## src/rtl/uart_pkg.sv

```systemverilog
// Shared constants, state encodings and frame-length helper for the parametrised UART.
package uart_pkg;

    localparam int PARITY_NONE = 0;
    localparam int PARITY_EVEN = 1;
    localparam int PARITY_ODD  = 2;

    typedef enum logic [2:0] {
        TX_IDLE,
        TX_START,
        TX_DATA,
        TX_PARITY,
        TX_STOP
    } tx_state_t;

    typedef enum logic [2:0] {
        RX_IDLE,
        RX_START,
        RX_DATA,
        RX_PARITY,
        RX_STOP,
        RX_WAIT_HIGH
    } rx_state_t;

    // Total bits on the wire for one transmitted frame, start bit included.
    function automatic int frame_bits(input int data_width, input int parity_mode,
                                      input int stop_bits);
        return 1 + data_width + ((parity_mode != PARITY_NONE) ? 1 : 0) + stop_bits;
    endfunction

endpackage

```

## src/rtl/uart_bit_timer.sv

```systemverilog
// Loadable down-counter that pulses tick for one cycle at zero and then
// reloads itself to a full bit period.
module uart_bit_timer #(
    parameter int CLKS_PER_BIT = 8,
    localparam int W = $clog2(CLKS_PER_BIT)
) (
    input  logic         clk,
    input  logic         reset,
    input  logic         load,
    input  logic [W-1:0] load_val,
    output logic         tick
);

    localparam logic [W-1:0] FULL = W'(CLKS_PER_BIT - 1);

    logic [W-1:0] count;

    always_ff @(posedge clk) begin
        if (reset) begin
            count <= FULL;
        end else if (load) begin
            count <= load_val;
        end else if (count == '0) begin
            count <= FULL;
        end else begin
            count <= count - 1'b1;
        end
    end

    assign tick = (count == '0);

endmodule

```

## src/rtl/uart_param.sv

```systemverilog
// Parametrised full-duplex UART: TX and RX state machines, input synchroniser
// and parity logic, with one bit timer per direction.
module uart_param
    import uart_pkg::*;
#(
    parameter int DATA_WIDTH   = 8,
    parameter int PARITY_MODE  = 1,
    parameter int STOP_BITS    = 1,
    parameter int CLKS_PER_BIT = 8,
    parameter int NUM_RX_SYNC  = 3
) (
    input  logic                  clk,
    input  logic                  reset,
    input  logic                  enable,
    input  logic [DATA_WIDTH-1:0] i_data,
    output logic                  o_busy,
    output logic                  serial_out,
    input  logic                  serial_in,
    output logic [DATA_WIDTH-1:0] received_data,
    output logic                  data_is_valid,
    output logic                  parity_error,
    output logic                  framing_error,
    output tx_state_t             tx_state,
    output rx_state_t             rx_state
);

    localparam int           TW       = $clog2(CLKS_PER_BIT);
    localparam logic [TW-1:0] FULL_BIT = TW'(CLKS_PER_BIT - 1);
    localparam logic [TW-1:0] HALF_BIT = TW'(CLKS_PER_BIT / 2 - 1);
    localparam bit           HAS_PAR  = (PARITY_MODE != PARITY_NONE);
    localparam logic [3:0]   LAST_BIT = 4'(DATA_WIDTH - 1);
    localparam logic [3:0]   LAST_STP = 4'(STOP_BITS - 1);

    // Handshake: enable acts as valid and ~o_busy as ready; a payload is taken
    // only on a cycle where both are high, otherwise enable is simply dropped.

    logic                  tx_load, tx_tick, tx_par;
    logic [DATA_WIDTH-1:0] tx_shift;
    logic [3:0]            tx_cnt;
    logic                  tx_par_calc;

    assign tx_load     = (tx_state == TX_IDLE) && enable;
    assign tx_par_calc = (PARITY_MODE == PARITY_ODD) ? ~^i_data : ^i_data;

    uart_bit_timer #(.CLKS_PER_BIT(CLKS_PER_BIT)) u_tx_timer (
        .clk      (clk),
        .reset    (reset),
        .load     (tx_load),
        .load_val (FULL_BIT),
        .tick     (tx_tick)
    );

    always_ff @(posedge clk) begin
        if (reset) begin
            tx_state   <= TX_IDLE;
            serial_out <= 1'b1;
            o_busy     <= 1'b0;
            tx_shift   <= '0;
            tx_par     <= 1'b0;
            tx_cnt     <= '0;
        end else begin
            case (tx_state)
                TX_IDLE: if (enable) begin
                    tx_shift   <= i_data;
                    tx_par     <= tx_par_calc;
                    serial_out <= 1'b0;
                    o_busy     <= 1'b1;
                    tx_state   <= TX_START;
                end
                TX_START: if (tx_tick) begin
                    serial_out <= tx_shift[0];
                    tx_shift   <= tx_shift >> 1;
                    tx_cnt     <= '0;
                    tx_state   <= TX_DATA;
                end
                TX_DATA: if (tx_tick) begin
                    if (tx_cnt == LAST_BIT) begin
                        tx_cnt <= '0;
                        if (HAS_PAR) begin
                            serial_out <= tx_par;
                            tx_state   <= TX_PARITY;
                        end else begin
                            serial_out <= 1'b1;
                            tx_state   <= TX_STOP;
                        end
                    end else begin
                        serial_out <= tx_shift[0];
                        tx_shift   <= tx_shift >> 1;
                        tx_cnt     <= tx_cnt + 1'b1;
                    end
                end
                TX_PARITY: if (tx_tick) begin
                    serial_out <= 1'b1;
                    tx_state   <= TX_STOP;
                end
                TX_STOP: if (tx_tick) begin
                    if (tx_cnt == LAST_STP) begin
                        o_busy   <= 1'b0;
                        tx_state <= TX_IDLE;
                    end else begin
                        tx_cnt <= tx_cnt + 1'b1;
                    end
                end
                default: tx_state <= TX_IDLE;
            endcase
        end
    end

    // Synchroniser resets to the idle line level so reset never looks like a start edge.
    logic [NUM_RX_SYNC-1:0] sync;
    logic                   s;

    always_ff @(posedge clk) begin
        if (reset) sync <= '1;
        else       sync <= {sync[NUM_RX_SYNC-2:0], serial_in};
    end

    assign s = sync[NUM_RX_SYNC-1];

    logic                  rx_load, rx_tick, rx_par_err, rx_par_exp;
    logic [DATA_WIDTH-1:0] rx_shift;
    logic [3:0]            rx_cnt;

    assign rx_load    = (rx_state == RX_IDLE) && !s;
    assign rx_par_exp = (PARITY_MODE == PARITY_ODD) ? ~^rx_shift : ^rx_shift;

    uart_bit_timer #(.CLKS_PER_BIT(CLKS_PER_BIT)) u_rx_timer (
        .clk      (clk),
        .reset    (reset),
        .load     (rx_load),
        .load_val (HALF_BIT),
        .tick     (rx_tick)
    );

    always_ff @(posedge clk) begin
        if (reset) begin
            rx_state      <= RX_IDLE;
            rx_shift      <= '0;
            rx_cnt        <= '0;
            rx_par_err    <= 1'b0;
            received_data <= '0;
            data_is_valid <= 1'b0;
            parity_error  <= 1'b0;
            framing_error <= 1'b0;
        end else begin
            data_is_valid <= 1'b0;
            case (rx_state)
                RX_IDLE: if (!s) rx_state <= RX_START;
                RX_START: if (rx_tick) begin
                    rx_cnt     <= '0;
                    rx_par_err <= 1'b0;
                    rx_state   <= s ? RX_IDLE : RX_DATA;
                end
                RX_DATA: if (rx_tick) begin
                    rx_shift <= {s, rx_shift[DATA_WIDTH-1:1]};
                    if (rx_cnt == LAST_BIT) rx_state <= HAS_PAR ? RX_PARITY : RX_STOP;
                    else                    rx_cnt   <= rx_cnt + 1'b1;
                end
                RX_PARITY: if (rx_tick) begin
                    rx_par_err <= (s != rx_par_exp);
                    rx_state   <= RX_STOP;
                end
                // Only the first stop bit is sampled so back-to-back frames are accepted.
                RX_STOP: if (rx_tick) begin
                    received_data <= rx_shift;
                    parity_error  <= rx_par_err;
                    framing_error <= !s;
                    data_is_valid <= 1'b1;
                    rx_state      <= s ? RX_IDLE : RX_WAIT_HIGH;
                end
                RX_WAIT_HIGH: if (s) rx_state <= RX_IDLE;
                default: rx_state <= RX_IDLE;
            endcase
        end
    end

endmodule

```

## config.mk

```make
export PLATFORM = sky130hd
export DESIGN_NAME = uart_param
export DESIGN_NICKNAME = d
export VERILOG_FILES = /design/src/rtl/uart_pkg.sv /design/src/rtl/uart_bit_timer.sv /design/src/rtl/uart_param.sv
export SDC_FILE = /design/constraint.sdc
export NUM_CORES = 1
export LEC_CHECK = 0
export ABC_AREA = 0
export CORE_ASPECT_RATIO = 1.2
export CORE_MARGIN = 4
export CORE_UTILIZATION = 45
export DETAILED_ROUTE_END_ITERATION = 7
export PLACE_DENSITY = 0.71
export RECOVER_POWER = 50
export REMOVE_ABC_BUFFERS = 1
export SETUP_SLACK_MARGIN = 0.5
export SYNTH_ARGS = -nofsm -noshare
export SYNTH_HDL_FRONTEND = slang
export SYNTH_SLANG_ARGS = --single-unit
export TNS_END_PERCENT = 10
```

## constraint.sdc

```tcl
create_clock -name clk -period 3.2 [get_ports clk]
set_input_delay 0.32 -clock clk [delete_from_list [all_inputs] [get_ports clk]]
set_output_delay 0.32 -clock clk [all_outputs]
set_load 0.02 [all_outputs]
```

==> results of run 1 <==
-- critical path, cell delays in order (launching register included) --
cell and delay, ps:
dfxtp_1 630, xnor2_1 180, nor2_4 250, o21ai_0 300
or4_1 570, a31oi_1 160
-- Yosys cell counts (all sizes together) --
library cell / instances / share of area (%)
dfxtp: 54 / 42
nor2: 35 / 5.4
nand2: 32 / 4.7
a21oi: 20 / 3.9
mux2i: 20 / 7.8
xnor2: 15 / 5.1
clkbuf: 13 / 1.9
nor3: 11 / 2.8
inv: 8 / 1.2
nand2b: 8 / 2.0
ha: 7 / 3.4
mux2: 7 / 3.1
o21ai: 5 / 1.1
or2: 5 / 1.2
nand3: 4 / 0.78
nor2b: 4 / 0.98
o21a: 4 / 1.2
or3: 4 / 0.98
a211oi: 3 / 0.88
buf: 3 / 0.69
nand3b: 3 / 0.88
nor4: 3 / 0.73
a311oi: 2 / 0.69
nor4b: 2 / 0.69
o21bai: 2 / 0.59
or4: 2 / 0.59
xor2: 2 / 0.69
a2111oi: 1 / 0.34
a21boi: 1 / 0.29
a22oi: 1 / 0.29
a31oi: 1 / 0.24
a32oi: 1 / 0.34
and3b: 1 / 0.34
and4: 1 / 0.34
nor3b: 1 / 0.29
o2111ai: 1 / 0.34
xnor3: 1 / 0.88
-- routing by layer --
layer  track usage [%]  vias up  wire length, µm
met5                 0        -                0
met3              3.69        9              202
met2              23.0       34             2140
li1                  -     1021                -
met4              4.38        0               64
met1              16.2      889             2080
-- per-stage QoR --
stage,utilization (%),total power [mW],hold WS (ps),area [µm²]
finish,54.7,1.18,385,2960
global route,54.7,1.23,400,2960
CTS,54.8,1.20,389,2960
detailed placement,53.3,0.850,369,2880
global placement,53.3,0.847,366,2880
floorplan,-,0.799,358,2490
-- worst max path at each step --
stage / startpoint / endpoint / slack, ps / cells past startpoint
global route: tx_state[0] / tx_cnt[3] / 800 / 5
CTS: tx_cnt[0] / tx_cnt[3] / 1200 / 7
finish: tx_state[0] / tx_cnt[3] / 1040 / 5
global placement: tx_cnt[0] / tx_cnt[3] / 1260 / 7
floorplan: u_tx_timer.count[0] / tx_shift[0] / 1170 / 7
detailed placement: tx_cnt[0] / tx_cnt[3] / 1200 / 7
-- cell families after synthesis --
logic type,count (synthesis),synth area share (%)
AO/OA/AOI/OAI,42,10.2
XOR/XNOR,18,6.70
adder cells (fa/ha/maj),7,3.42
buffers and inverters,24,3.77
flip-flops,54,42.3
multiplexers,27,10.9
AND/OR/NAND/NOR,116,22.7
-- flip-flops by register name (all words and copies together) (netlist names) --
signal / cells
tx_state: 3
o_busy: 1
tx_shift: 8
received_data: 8
rx_state: 3
serial_out: 1
rx_par_err: 1
rx_cnt: 4
u_tx_timer.count: 3
data_is_valid: 1
tx_par: 1
sync: 3
tx_cnt: 4
rx_shift: 8
u_rx_timer.count: 3
framing_error: 1
parity_error: 1
-- power breakdown --
part	internal [mW]	switching [mW]	total [mW]
clock network	0.151	0.198	0.349
registers	0.691	0.0150	0.706
logic	0.0654	0.0589	0.124
total	0.908	0.272	1.18
-- cell type report --
class                           count  area share [%]
Clock buffer                        7            2.58
Inverter                            8            1.02
Multi-Input combinational cell    210            46.6
Sequential cell                    54            36.6
Tap cell                           62            2.62
Timing Repair Buffer               32            10.7
==> results.toml, run 1 <==
[status]
status = "finished clean"

[sta]
max_freq_mhz = 464
rsz0062_at_grt = "no"
fin_ws_ps = 1040
maxSlewHeadroom_pct = 51.8
slew_viol_final = 0
min_period_over_period_pct = 67.4
setup_viol = 0
worst_pin_slew_ps = 713
skew_ps = 3.45
layout_min_cycle_time_ps = 2160
hold_viol = 0
tns_ps = 0

[global_route]
grt_usage_pct = 13.5
grt_pass1_wl_mm = 7.89
antenna_found_initial = 0
grt-ovfl-total = 0
grt_pass1_vias = 1798
grt_max_degree = 51

[pwr]
power.leakage_nw = 1.11
p_per_area_nw_per_um2 = 399
ir_drop_v = 0.000286

[floorplan]
core_area_um2 = 5410
io_pins = 31
dieArea_um2 = 6960
die_y_um = 90.6
start_util_pct = 47.3
die_x_um = 76.8
placementRows = 29

[logic_synthesis]
syn_inst = 288
synth.ff_latch_count = 54
avgSynthCellArea_um2 = 8.88
ys_seq_area_share_pct = 42.3
synth_area_um2 = 2560
yosys_warnings = 0
synth.distinct_cells = 44

[cts]
cts_buffers = 5
root_buffer = "clkbuf_8"
htree_levels = 2
clkLatencyLatePin_ps = 300
cts_setup_buffers = 0
cts_tree = "done"
cts-resized-gates = 0
clockBufferDepth = 2
cts.sinks = 54
cts_hold_buf = 0
cts.clk_slew.worst_paths_ps = 90

[route]
drt_pass1_iterations = 4
wl_per_cell_um = 12.0
ant_nets = 0
avgViaCountPerCell = 5.24
via_count = 1953
wl_mm = 4.49
first_iter_violations = 73
route.detailed.drc = 0

[hold_path]
whs_endpoint = "u_rx_timer.count[0]"
min_from = "u_rx_timer.count[0]"
worstHoldPathType = "flip-flop to flip-flop"
hold_depth = 1

[cells_and_area]
nets = 330
multiInputGateArea_um2 = 1380
syn_to_final_growth_pct = 15.6
final_common_cell = "dfxtp_1"
fillers = 519
final_cells = 373
diodes = 0
seqCellArea_um2 = 1080
final_cell_mix = "54 x dfxtp_1, 34 x nor2_1, 32 x nand2_1, 20 x a21oi_1, 20 x mux2i_1"
drive_gt1_share_pct = 6.75

[placed_design]
dpl.cell_count = 366
gp_congestion = 0.806
place_hpwl_mm = 3.17
post-place-ws_ps = 1200
numPortBuffers = 30

[critical_path]
reg2reg_depth = 5
worstSetupPathType = "flip-flop to flip-flop"
critPathCaptureType = "flip-flop"
regToRegStartpoint = "tx_state[0]"
crit_required_ps = 3430
cp_max_fo = 16
critPathLaunchType = "flip-flop"
crit_arrival_ps = 2390
r2r_end = "tx_cnt[3]"
r2r_slack_ps = 1040

[flow_run]
cap_violations = 0
Note: power is estimated with default switching activity, not from simulation.
==> inputs of run 2 (changes only) <==
--- a/config.mk
+++ b/config.mk
@@ -10,7 +10,7 @@
 export CORE_MARGIN = 4
 export CORE_UTILIZATION = 45
 export DETAILED_ROUTE_END_ITERATION = 7
-export PLACE_DENSITY = 0.71
+export PLACE_DENSITY = 0.73
 export RECOVER_POWER = 50
 export REMOVE_ABC_BUFFERS = 1
 export SETUP_SLACK_MARGIN = 0.5
==> constraint.sdc (replaced) <==
create_clock -name clk -period 1.8 [get_ports clk]
set_input_delay 0.18 -clock clk [delete_from_list [all_inputs] [get_ports clk]]
set_output_delay 0.18 -clock clk [all_outputs]
set_load 0.02 [all_outputs]
==> results.toml, run 2 (synthesized netlist as in run 1, its figures left out) <==
[cts]
htree_levels = 2
cts_buffers = 5
cts.clk_slew.worst_paths_ps = 90
cts_hold_buf = 0
clockBufferDepth = 2
clkLatencyLatePin_ps = 310
root_buffer = "clkbuf_8"
cts.sinks = 54
cts_tree = "done"

[critical_path]
r2r_slack_ps = 60
regToRegStartpoint = "tx_cnt[1]"
cp_max_fo = 3
reg2reg_depth = 7
critPathCaptureType = "flip-flop"
crit_required_ps = 2040
worstSetupPathType = "flip-flop to flip-flop"
r2r_end = "tx_cnt[3]"
critPathLaunchType = "flip-flop"
crit_arrival_ps = 1990

[hold_path]
whs_endpoint = "u_tx_timer.count[0]"
min_from = "u_tx_timer.count[0]"
hold_depth = 1
worstHoldPathType = "flip-flop to flip-flop"

[pwr]
p_int_mw = 1.63
power_frac_comb_pct = 11.7
p_switching_mw = 0.535
p_per_area_nw_per_um2 = 645
swShare_pct = 24.7
p_clk_share_pct = 30.4
ir_drop_v = 0.000344
power.leakage_nw = 1.20
seq_power_share_pct = 58.0

[sta]
rsz0062_at_grt = "yes"
max_freq_mhz = 574
min_period_over_period_pct = 96.8
worst_pin_slew_ps = 392
hold_viol = 0
fin_ws_ps = 57.2
skew_ps = 6.81
tns_ps = 0
setup_viol = 0
maxSlewHeadroom_pct = 73.5
slew_viol_final = 0
layout_min_cycle_time_ps = 1740

[cells_and_area]
final_cell_mix = "42 x dfxtp_1, 33 x nor2_1, 24 x nand2_1, 23 x buf_4, 20 x clkbuf_1"
diodes = 0
reg.largest.list = "received_data (8), rx_shift (8), tx_shift (8)"
utilization_pct = 62.1
final_area_um2 = 3360
final_common_cell = "dfxtp_1"
syn_to_final_growth_pct = 31.2
nets = 359
drive_gt1_share_pct = 31.5

[placed_design]
placed_area_um2 = 3080
place_hpwl_mm = 3.36
post-place-ws_ps = -63.1
gp_congestion = 0.860
numPortBuffers = 30

[global_route]
grt_usage_pct = 14.8
grt_pass1_wl_mm = 8.72
antenna_found_initial = 0
grt_max_degree = 45
grt_pass1_vias = 2023
grt-ovfl-total = 0

[route]
via_count = 2109
first_iter_violations = 100
route.detailed.drc = 0
ant_nets = 0
wl_per_cell_um = 13.4
avgViaCountPerCell = 5.25
drt_pass1_iterations = 4
wl_mm = 5.40

[status]
status = "finished clean"

[floorplan]
io_pins = 31
start_util_pct = 47.3
dieArea_um2 = 6960
die_x_um = 76.8
die_y_um = 90.6
placementRows = 29
core_area_um2 = 5410

[flow_run]
cap_violations = 0
==> run 2: cell types whose count changed in the layout (fill, tap and decap cells not counted), sizes merged <==
cell           previous run  this run
clkdlybuf4s50            16        10
clkbuf                    7        26
clkinvlp                  0         1
dlygate4sd3              14         1
buf                       2        30
==> run 2: power groups by stage <==
stage	combinational (mW)	sequential (mW)	clock [mW]
after floorplan	0.134	1.29	0
after global placement	0.239	1.28	0
after detailed placement	0.242	1.28	0
after CTS	0.244	1.25	0.674
after global routing	0.279	1.26	0.717
final	0.252	1.25	0.657
==> run 2: worst max-delay path by stage <==
| stage | end | cells past startpoint | start |
|---|---|---|---|
| 3_3_place_gp | tx_cnt[3] | 7 | tx_cnt[0] |
| 2_1_floorplan | tx_shift[0] | 7 | u_tx_timer.count[0] |
| 4_1_cts | tx_cnt[3] | 7 | tx_cnt[0] |
| 6_report | tx_cnt[3] | 7 | tx_cnt[1] |
| 3_5_place_dp | tx_cnt[3] | 7 | tx_cnt[0] |
| 5_1_grt | tx_shift[0] | 8 | tx_cnt[1] |
==> run 2: routing by layer <==
| metal | up-vias | wire (µm) | track usage (%) |
|---|---|---|---|
| li1 | 1085 | - | - |
| met1 | 969 | 2470 | 17.6 |
| met2 | 42 | 2630 | 25.7 |
| met3 | 13 | 185 | 3.39 |
| met4 | 0 | 114 | 5.74 |
| met5 | - | 0 | 0 |
==> run 2: worst max-delay path, cell delays in order, from the launching register on <==
cell and delay [ps]:
dfxtp_2 340, buf_6 120, ha_4 160, nand3b_1 180, a21oi_2 90, or2_1 260
or4_1 400, a31oi_1 120
==> run 2: final cells by class <==
type | count | area, µm²
clock buffers | 6 | 72.6
clock inverters | 1 | 7.51
flip-flops and latches | 54 | 1100
multi-input cells | 210 | 1620
repair buffers | 61 | 447
inverters | 8 | 30.0
fillers | 440 | 2050
well taps | 62 | 77.6
==> run 2: through the flow <==
stage,total power [mW],hold slack (ps),instances
floorplan,1.42,249,272
global placement,1.52,365,390
detailed placement,1.52,373,390
CTS,2.17,398,401
global route,2.26,412,402
finish,2.16,401,402
==> run 2: timing repair <==
item	CTS	global route
gates resized for setup	21	88
pin swaps	13	43
setup endpoints to repair	65	69
setup buffers	4	1
==> inputs of run 3 (changes only) <==
--- a/config.mk
+++ b/config.mk
@@ -16,5 +16,6 @@
 export SETUP_SLACK_MARGIN = 0.5
 export SYNTH_ARGS = -nofsm -noshare
 export SYNTH_HDL_FRONTEND = slang
+export SYNTH_HIERARCHICAL = 1
 export SYNTH_SLANG_ARGS = --single-unit
-export TNS_END_PERCENT = 10
+export TNS_END_PERCENT = 30
==> results.toml, run 3 <==
[global_route]
grt_max_degree = 58
antenna_found_initial = 0
grt_usage_pct = 15.4
grt_pass1_wl_mm = 9.14
grt_pass1_vias = 2094
grt-ovfl-total = 0

[logic_synthesis]
synth-edff-count = 0
synth_area_um2 = 2620
yosysMostFrequentCell = "dfxtp_1"
avgSynthCellArea_um2 = 8.72
synth.ff_latch_count = 54
async_flop_share_pct = 0
synthTopCellsByCount = "54 x dfxtp_1, 39 x nor2_1, 29 x nand2_1, 22 x a21oi_1, 17 x mux2i_1"
ys.flop_type = "dfxtp_1"
synth.distinct_cells = 42
ys_seq_area_share_pct = 41.3
synth.area.top_cells = "dfxtp_1 41%, mux2i_1 6.5%, nor2_1 5.6%"
yosys_warnings = 6
synth.top_cell.area_share_pct = 41.3
yosysTopAreaCell = "dfxtp_1"
syn_inst = 300

[pwr]
power.leakage_nw = 1.37
power_frac_comb_pct = 12.3
p_per_area_nw_per_um2 = 676
p_int_mw = 1.79
seq_power_share_pct = 53.3
ir_drop_v = 0.000724
swShare_pct = 23.7
p_switching_mw = 0.556
p_clk_share_pct = 34.5

[critical_path]
cp-startpoint = "u_tx_timer/count[0]"
critPathCaptureType = "flip-flop"
critPathLaunchType = "flip-flop"
crit_required_ps = 1990
cp_max_fo = 8
regToRegStartpoint = "u_tx_timer/count[0]"
worstSetupPathType = "flip-flop to flip-flop"
crit_arrival_ps = 1940

[cells_and_area]
nets = 372
diodes = 0
final_common_cell = "dfxtp_1"
final_area_um2 = 3470
syn_to_final_growth_pct = 32.8
reg.largest.list = "received_data (8), rx_shift (8), tx_shift (8)"
fillers = 453
multiInputGateArea_um2 = 1650
seqCellArea_um2 = 1120
final_cell_mix = "37 x dfxtp_1, 36 x nor2_1, 24 x nand2_1, 22 x buf_4, 19 x a21oi_1"
drive_gt1_share_pct = 30.2

[placed_design]
numPortBuffers = 30
placed_area_um2 = 3090
place_hpwl_mm = 3.47
gp_congestion = 0.792

[hold_path]
min_from = "reset"
worstHoldPathType = "input port to flip-flop"

[floorplan]
start_util_pct = 46.4
core_area_um2 = 5630
io_pins = 31
dieArea_um2 = 7100
die_y_um = 91.5
die_x_um = 77.6
placementRows = 30

[route]
ant_nets = 0
first_iter_violations = 135
via_count = 2198
route.detailed.drc = 0
wl_mm = 5.59
avgViaCountPerCell = 5.26
wl_per_cell_um = 13.4
drt_pass1_iterations = 4

[sta]
max_freq_mhz = 570
slew_viol_final = 0
rsz0062_at_grt = "yes"
hold_viol = 0
min_period_over_period_pct = 97.5
skew_ps = 8.91
setup_viol = 0
layout_min_cycle_time_ps = 1760
holdWs_ps = 318

[cts]
cts_hold_buf = 0
clockBufferDepth = 2
cts.clk_slew.worst_paths_ps = 100
cts_buffers = 5
cts.sinks = 54
cts_tree = "done"
htree_levels = 2
root_buffer = "clkbuf_8"
clkLatencyLatePin_ps = 300

[flow_run]
cap_violations = 0

[status]
status = "finished clean"
run 3: timing repair:
action | 4_1_cts | 5_1_grt
setup endpoints to repair | 69 | 70
pin swaps | 14 | 39
endpoints found under the hold margin | 0 | 0
buffers inserted | 6 | 6
gates resized for setup | 39 | 69
cloned | 0 | 0
run 3: cell type report:
class	count	area share (%)
Inverter	11	1.19
Timing Repair Buffer	58	13.4
Clock buffer	6	2.09
Multi-Input combinational cell	223	47.6
Sequential cell	54	32.3
Clock inverter	2	1.08
Tap cell	64	2.31
run 3: per-layer routing:
layer,up-vias,track usage [%],wire [µm]
met5,-,0,0
met4,0,6.08,72
met3,7,2.48,103
met2,19,27.1,2960
met1,1054,18.3,2450
li1,1118,-,-
run 3: final timing paths:
check	end	slack, ps	cells after the start
worst min-delay path	rx_state[1]	320	3
worst max-delay path	tx_shift[1]	40	9
worst min register to register	sync[2]	420	1
worst max register to register	tx_shift[1]	40	9
run 3: worst max-delay path, stage by stage (launching register included):
cell	delay (ps)
dfxtp_2	340
inv_2	60
ha_4	130
ha_4	130
nand2_2	60
or3b_1	340
a21o_1	210
buf_12	150
mux2i_2	170
nor2_1	50
run 3: logic make-up after synthesis:
kind of cell / Yosys count / share of synthesized area [%]
other cells: 2 / 0.287
xor+xnor: 19 / 6.89
compound gates: 48 / 11.2
flops: 54 / 41.3
fa+ha+maj: 7 / 3.35
mux: 24 / 9.52
buf+inv: 27 / 4.45
simple gates: 119 / 23.0
run 3: through the flow:
step | TNS [ps] | setup WS (ps) | utilization, % | power [mW] | cells
after CTS | 0 | 67.0 | 59.3 | 2.38 | 412
after global placement | 0 | 101 | 54.8 | 1.54 | 398
final | 0 | 44.3 | 61.7 | 2.35 | 418
after floorplan | -285 | -35.7 | - | 1.44 | 288
after detailed placement | 0 | 50.3 | 54.8 | 1.55 | 398
after global routing | -8.06 | -8.06 | 61.7 | 2.46 | 418
run 3: power groups by stage:
| stage | clock network, mW | logic (mW) | registers (mW) |
|---|---|---|---|
| after CTS | 0.838 | 0.286 | 1.26 |
| after detailed placement | 0 | 0.267 | 1.28 |
| final | 0.809 | 0.288 | 1.25 |
| after floorplan | 0 | 0.151 | 1.29 |
| after global routing | 0.882 | 0.321 | 1.26 |
| after global placement | 0 | 0.260 | 1.28 |
